--- src/rtl/seq_rep_add_mult.sv ---
// seq_rep_add_mult: unsigned multiplier built from repeated addition.
// A request in IDLE latches the operands. RUN then adds the addend to the accumulator
// once per cycle while the count register is non-zero. DONE pulses for one cycle with
// the product.
// Optional build macro REP_ADD_SWAP_EN: iterate over the smaller operand to shorten
// latency. The product value is the same with or without it.
module seq_rep_add_mult #(
    parameter int WIDTH = 8
) (
    input  logic               clk,
    input  logic               rst_n,
    input  logic               start,
    input  logic [WIDTH-1:0]   a,
    input  logic [WIDTH-1:0]   b,
    output logic               busy,
    output logic               done,
    output logic [2*WIDTH-1:0] product
);

    typedef enum logic [1:0] {
        IDLE = 2'd0,
        RUN  = 2'd1,
        DONE = 2'd2
    } state_t;

    state_t             state;
    state_t             state_nxt;

    logic [WIDTH-1:0]   add_r;
    logic [WIDTH-1:0]   cnt_r;
    logic [2*WIDTH-1:0] acc;

    logic [WIDTH-1:0]   ld_add;
    logic [WIDTH-1:0]   ld_cnt;
    logic               cnt_zero;

    assign cnt_zero = (cnt_r == '0);

    // Operand routing on the accepting edge: which value is added, which one counts
`ifdef REP_ADD_SWAP_EN
    always_comb begin
        ld_add = a;
        ld_cnt = b;
        if (b > a) begin
            ld_add = b;
            ld_cnt = a;
        end
    end
`else
    always_comb begin
        ld_add = a;
        ld_cnt = b;
    end
`endif

    // Next-state decode
    always_comb begin
        state_nxt = state;
        case (state)
            IDLE:    if (start) state_nxt = RUN;
            RUN:     if (cnt_zero) state_nxt = DONE;
            DONE:    state_nxt = IDLE;
            default: state_nxt = IDLE;
        endcase
    end

    // State register; busy/done are registered decodes of the state being entered
    always_ff @(posedge clk or negedge rst_n) begin
        if (!rst_n) begin
            state <= IDLE;
            busy  <= 1'b0;
            done  <= 1'b0;
        end else begin
            state <= state_nxt;
            busy  <= (state_nxt == RUN);
            done  <= (state_nxt == DONE);
        end
    end

    // Datapath: latch operands, accumulate, publish the product
    always_ff @(posedge clk or negedge rst_n) begin
        if (!rst_n) begin
            add_r   <= '0;
            cnt_r   <= '0;
            acc     <= '0;
            product <= '0;
        end else begin
            case (state)
                IDLE: begin
                    if (start) begin
                        add_r <= ld_add;
                        cnt_r <= ld_cnt;
                        acc   <= '0;
                    end
                end
                RUN: begin
                    if (cnt_zero) begin
                        product <= acc;
                    end else begin
                        // Full 2*WIDTH-bit add; (2^WIDTH-1)^2 still fits, so no wrap
                        acc   <= acc + {{WIDTH{1'b0}}, add_r};
                        cnt_r <= cnt_r - 1'b1;
                    end
                end
                default: ;
            endcase
        end
    end

endmodule

--- config.mk ---
export PLATFORM = sky130hd
export DESIGN_NAME = seq_rep_add_mult
export DESIGN_NICKNAME = d
export VERILOG_FILES = /design/src/rtl/seq_rep_add_mult.sv
export SDC_FILE = /design/constraint.sdc
export NUM_CORES = 1
export LEC_CHECK = 0
export ABC_CLOCK_PERIOD_IN_PS = 2430
export BUFFER_PORTS_ARGS = -buffer_cell sky130_fd_sc_hd__buf_4
export CORE_ASPECT_RATIO = 0.8
export CORE_UTILIZATION = 35
export CTS_CLUSTER_SIZE = 25
export DETAILED_ROUTE_END_ITERATION = 8
export PLACE_DENSITY = 0.51
export SYNTH_ARGS = -nofsm -noshare
export SYNTH_HDL_FRONTEND = slang
export SYNTH_SLANG_ARGS = --single-unit
--- constraint.sdc ---
create_clock -name clk -period 2.43 [get_ports clk]
set_input_delay 0.729 -clock clk [delete_from_list [all_inputs] [get_ports clk]]
set_output_delay 0.729 -clock clk [all_outputs]
set_load 0.02 [all_outputs]
==> impl_metrics.tcl <==
set metrics [dict create \
    status "completed" \
    drv_cap 0 \
    power_w 0.003703 \
    grt_pass1_wl_um 9135 \
    ioPinCount 37 \
    drtIter0Drc 88 \
    hold_viol_final 0 \
    clock.fmax_ghz 0.4370 \
    root_buffer "clkbuf_8" \
    crit_path_max_incr_delay_ps 410 \
    area_delta_synth_final_pct 18.80 \
    layout_common_cells "dfrtp_1, buf_4, nand2_1" \
    cp_max_fo 7 \
    port_buffers 36 \
    post-route-period-util_pct 94.17 \
    core_region_area_um2 6959 \
    synthArstFlopShare_pct 100.0 \
    routed_via_density 5.097 \
    crit_cells 9 \
    synth-seq-cells 52 \
    cts_tree "yes" \
    vias 1891 \
    critPathCaptureType "register" \
    dp.final_hpwl_um 3675 \
    drt-total-wl_um 5283 \
    die_w_um 97.55 \
    cp_slowest_cell "fa_1" \
    synth_ff_type "dfrtp_1" \
    path_cells "ha_1 > inv_1 > fa_1 > nor2b_1 > o2111ai_1 > a311oi_4 > buf_4 > a31oi_1 > a41o_1" \
    critical_path_arrival_ps 2490 \
    worst-r2r-cell-count 9 \
    preCtsSetupSlack_ps 79.52 \
    criticalPathCategory "reg -> reg" \
    dpl_cell_area_um2 2922 \
    power.internal_w 0.002273 \
    slew_viol_final 0 \
    wl_per_cell_um 14.24 \
    p_leak_nw 1.505 \
    clk_latency_ps 300 \
    synth.distinct_cells 43 \
    final_common_cell "dfrtp_1" \
    maxSlewHeadroom_pct 55.55 \
    clockBufferDepth 2 \
    post-route-min-period_ps 2288 \
    layout_setup_ws_ps 141.7 \
    finalInstanceArea_um2 3037 \
    htree_levels 2 \
    clock_power_share_pct 16.0 \
    peakVddDrop_uv 421.9 \
    tightest_slew_ps 666.7 \
    hp-class "in -> async" \
    overflow 0 \
    syn_area_um2 2556 \
    finClkSkew_ps 6.292 \
    syn_area_per_cell_um2 10.43 \
    die_h_um 78.44 \
    grt_max_degree 53 \
    drive_gt1_share_pct 24.65 \
    grt_use_total_pct 15.17 \
    diodes 0 \
    synthesis.nets 274 \
    drc 0 \
    cp_data_required_time_ps 2630 \
    seqPwrFrac_pct 38.7 \
    nNetsFinal 312 \
    combinationalPowerShare_pct 45.2 \
    cp_num_buf_inv 2 \
    die-area_um2 7651 \
    first_pass_iters 4 \
    cts_buffers 5 \
    cts_num_sinks 52 \
    fin_hold_ws_ps 433.1 \
    yosysWarnings 0 \
    antenna_left 0 \
    grt_pass1_vias 1836 \
    yosysSeqAreaShare_pct 50.91 \
    netlist_instances 245 \
    gp_congestion 0.7533 \
    switchingPower_w 0.001430 \
    switching_share_pct 38.61 \
    rows 27 \
    synth-edff-count 0 \
    start_util_pct 36.73 \
    powerDensity_nw_per_um2 1220 \
    antenna_found_initial 0 \
    cp_top_family "compound AO/OA/AOI/OAI gates" \
    start_kind "register" \
    cts_hold_buf 0 \
    clkTransAtPathRegs_ps 100 \
    finalSetupViolCount 0 \
]
[synthesized netlist by cell type, types with 7 or more instances]
master | count | area [µm²]
dfrtp_1 | 52 | 1301
nand2_1 | 35 | 131.4
nor2_1 | 18 | 67.56
o21ai_0 | 18 | 90.09
mux2_2 | 16 | 180.2
a21oi_1 | 12 | 60.06
ha_1 | 9 | 112.6
inv_1 | 9 | 33.78
nand3_1 | 9 | 45.04
clkbuf_1 | 7 | 26.28
[state kept, by name, indices dropped and copies added, names as in the netlist]
signal	cells
acc	16
product	16
add_r	8
cnt_r	8
state	2
busy	1
done	1
[metal layers]
layer | share of wire [%] | GRT usage (%) | up-vias
met5 | 0 | 0 | -
met4 | 0.68 | 3.529 | 0
li1 | - | - | 940
met3 | 4.1 | 4.363 | 4
met2 | 40 | 20.98 | 51
met1 | 55 | 23.03 | 896
[cell families (layout without fill, tap and decap cells)]
kind of cell / Yosys count / in the layout / synth area share (%)
buf+inv: 20 / 59 / 3.182
flops: 52 / 52 / 50.91
xor+xnor: 8 / 8 / 2.741
compound gates: 61 / 61 / 16.69
fa+ha+maj: 10 / 10 / 5.189
simple gates: 77 / 77 / 13.85
mux: 17 / 17 / 7.440
[power groups by stage]
| stage | Sequential [W] | Clock [W] | Combinational [W] |
|---|---|---|---|
| finish | 0.00143 | 0.000594 | 0.00168 |
| global placement | 0.00145 | 0 | 0.00165 |
| global route | 0.00148 | 0.000648 | 0.00192 |
| CTS | 0.00144 | 0.000614 | 0.00167 |
| floorplan | 0.00145 | 0 | 0.00121 |
| detailed placement | 0.00145 | 0 | 0.00165 |
[final cells by class]
type | count | area [µm²]
fillers | 696 | 3923
multi-input cells | 173 | 1174
clock inverters | 2 | 35.03
flip-flops and latches | 52 | 1301
inverters | 10 | 37.54
repair buffers | 41 | 307.8
clock buffers | 6 | 72.57
well taps | 87 | 108.9
[stage by stage]
step | TNS, ps | std cells | utilization, %
final | 0 | 371 | 43.64
after global routing | -12.76 | 371 | 43.64
after CTS | 0 | 370 | 43.53
after detailed placement | 0 | 362 | 41.98
after global placement | 0 | 362 | 41.98
after floorplan | 0 | 245 | -
[worst reg2reg max path, cell delays in order, from the launching register on]
cell       delay, ps
dfrtp_1          370
ha_1             190
inv_1             70
fa_1             410
nor2b_1          170
o2111ai_1        200
a311oi_4         290
buf_4            190
a31oi_1           90
a41o_1           210
[what timing repair did]
| item | 4_1_cts | 5_1_grt |
|---|---|---|
| setup buffers | 0 | 1 |
| setup endpoints to repair | 0 | 3 |
| resized for setup | 0 | 0 |
[path summary, 6_finish.rpt]
check | start | endpoint | slack, ps
setup / recovery | acc[0] | acc[10] | 140
hold / removal | rst_n | cnt_r[5] | 430
setup reg to reg | acc[0] | acc[10] | 140
hold reg to reg | add_r[3] | add_r[3] | 500
max in group asynchronous | rst_n | acc[4] | 1530
min in group clk | add_r[3] | add_r[3] | 500
Power figures use the tool's default switching activity.
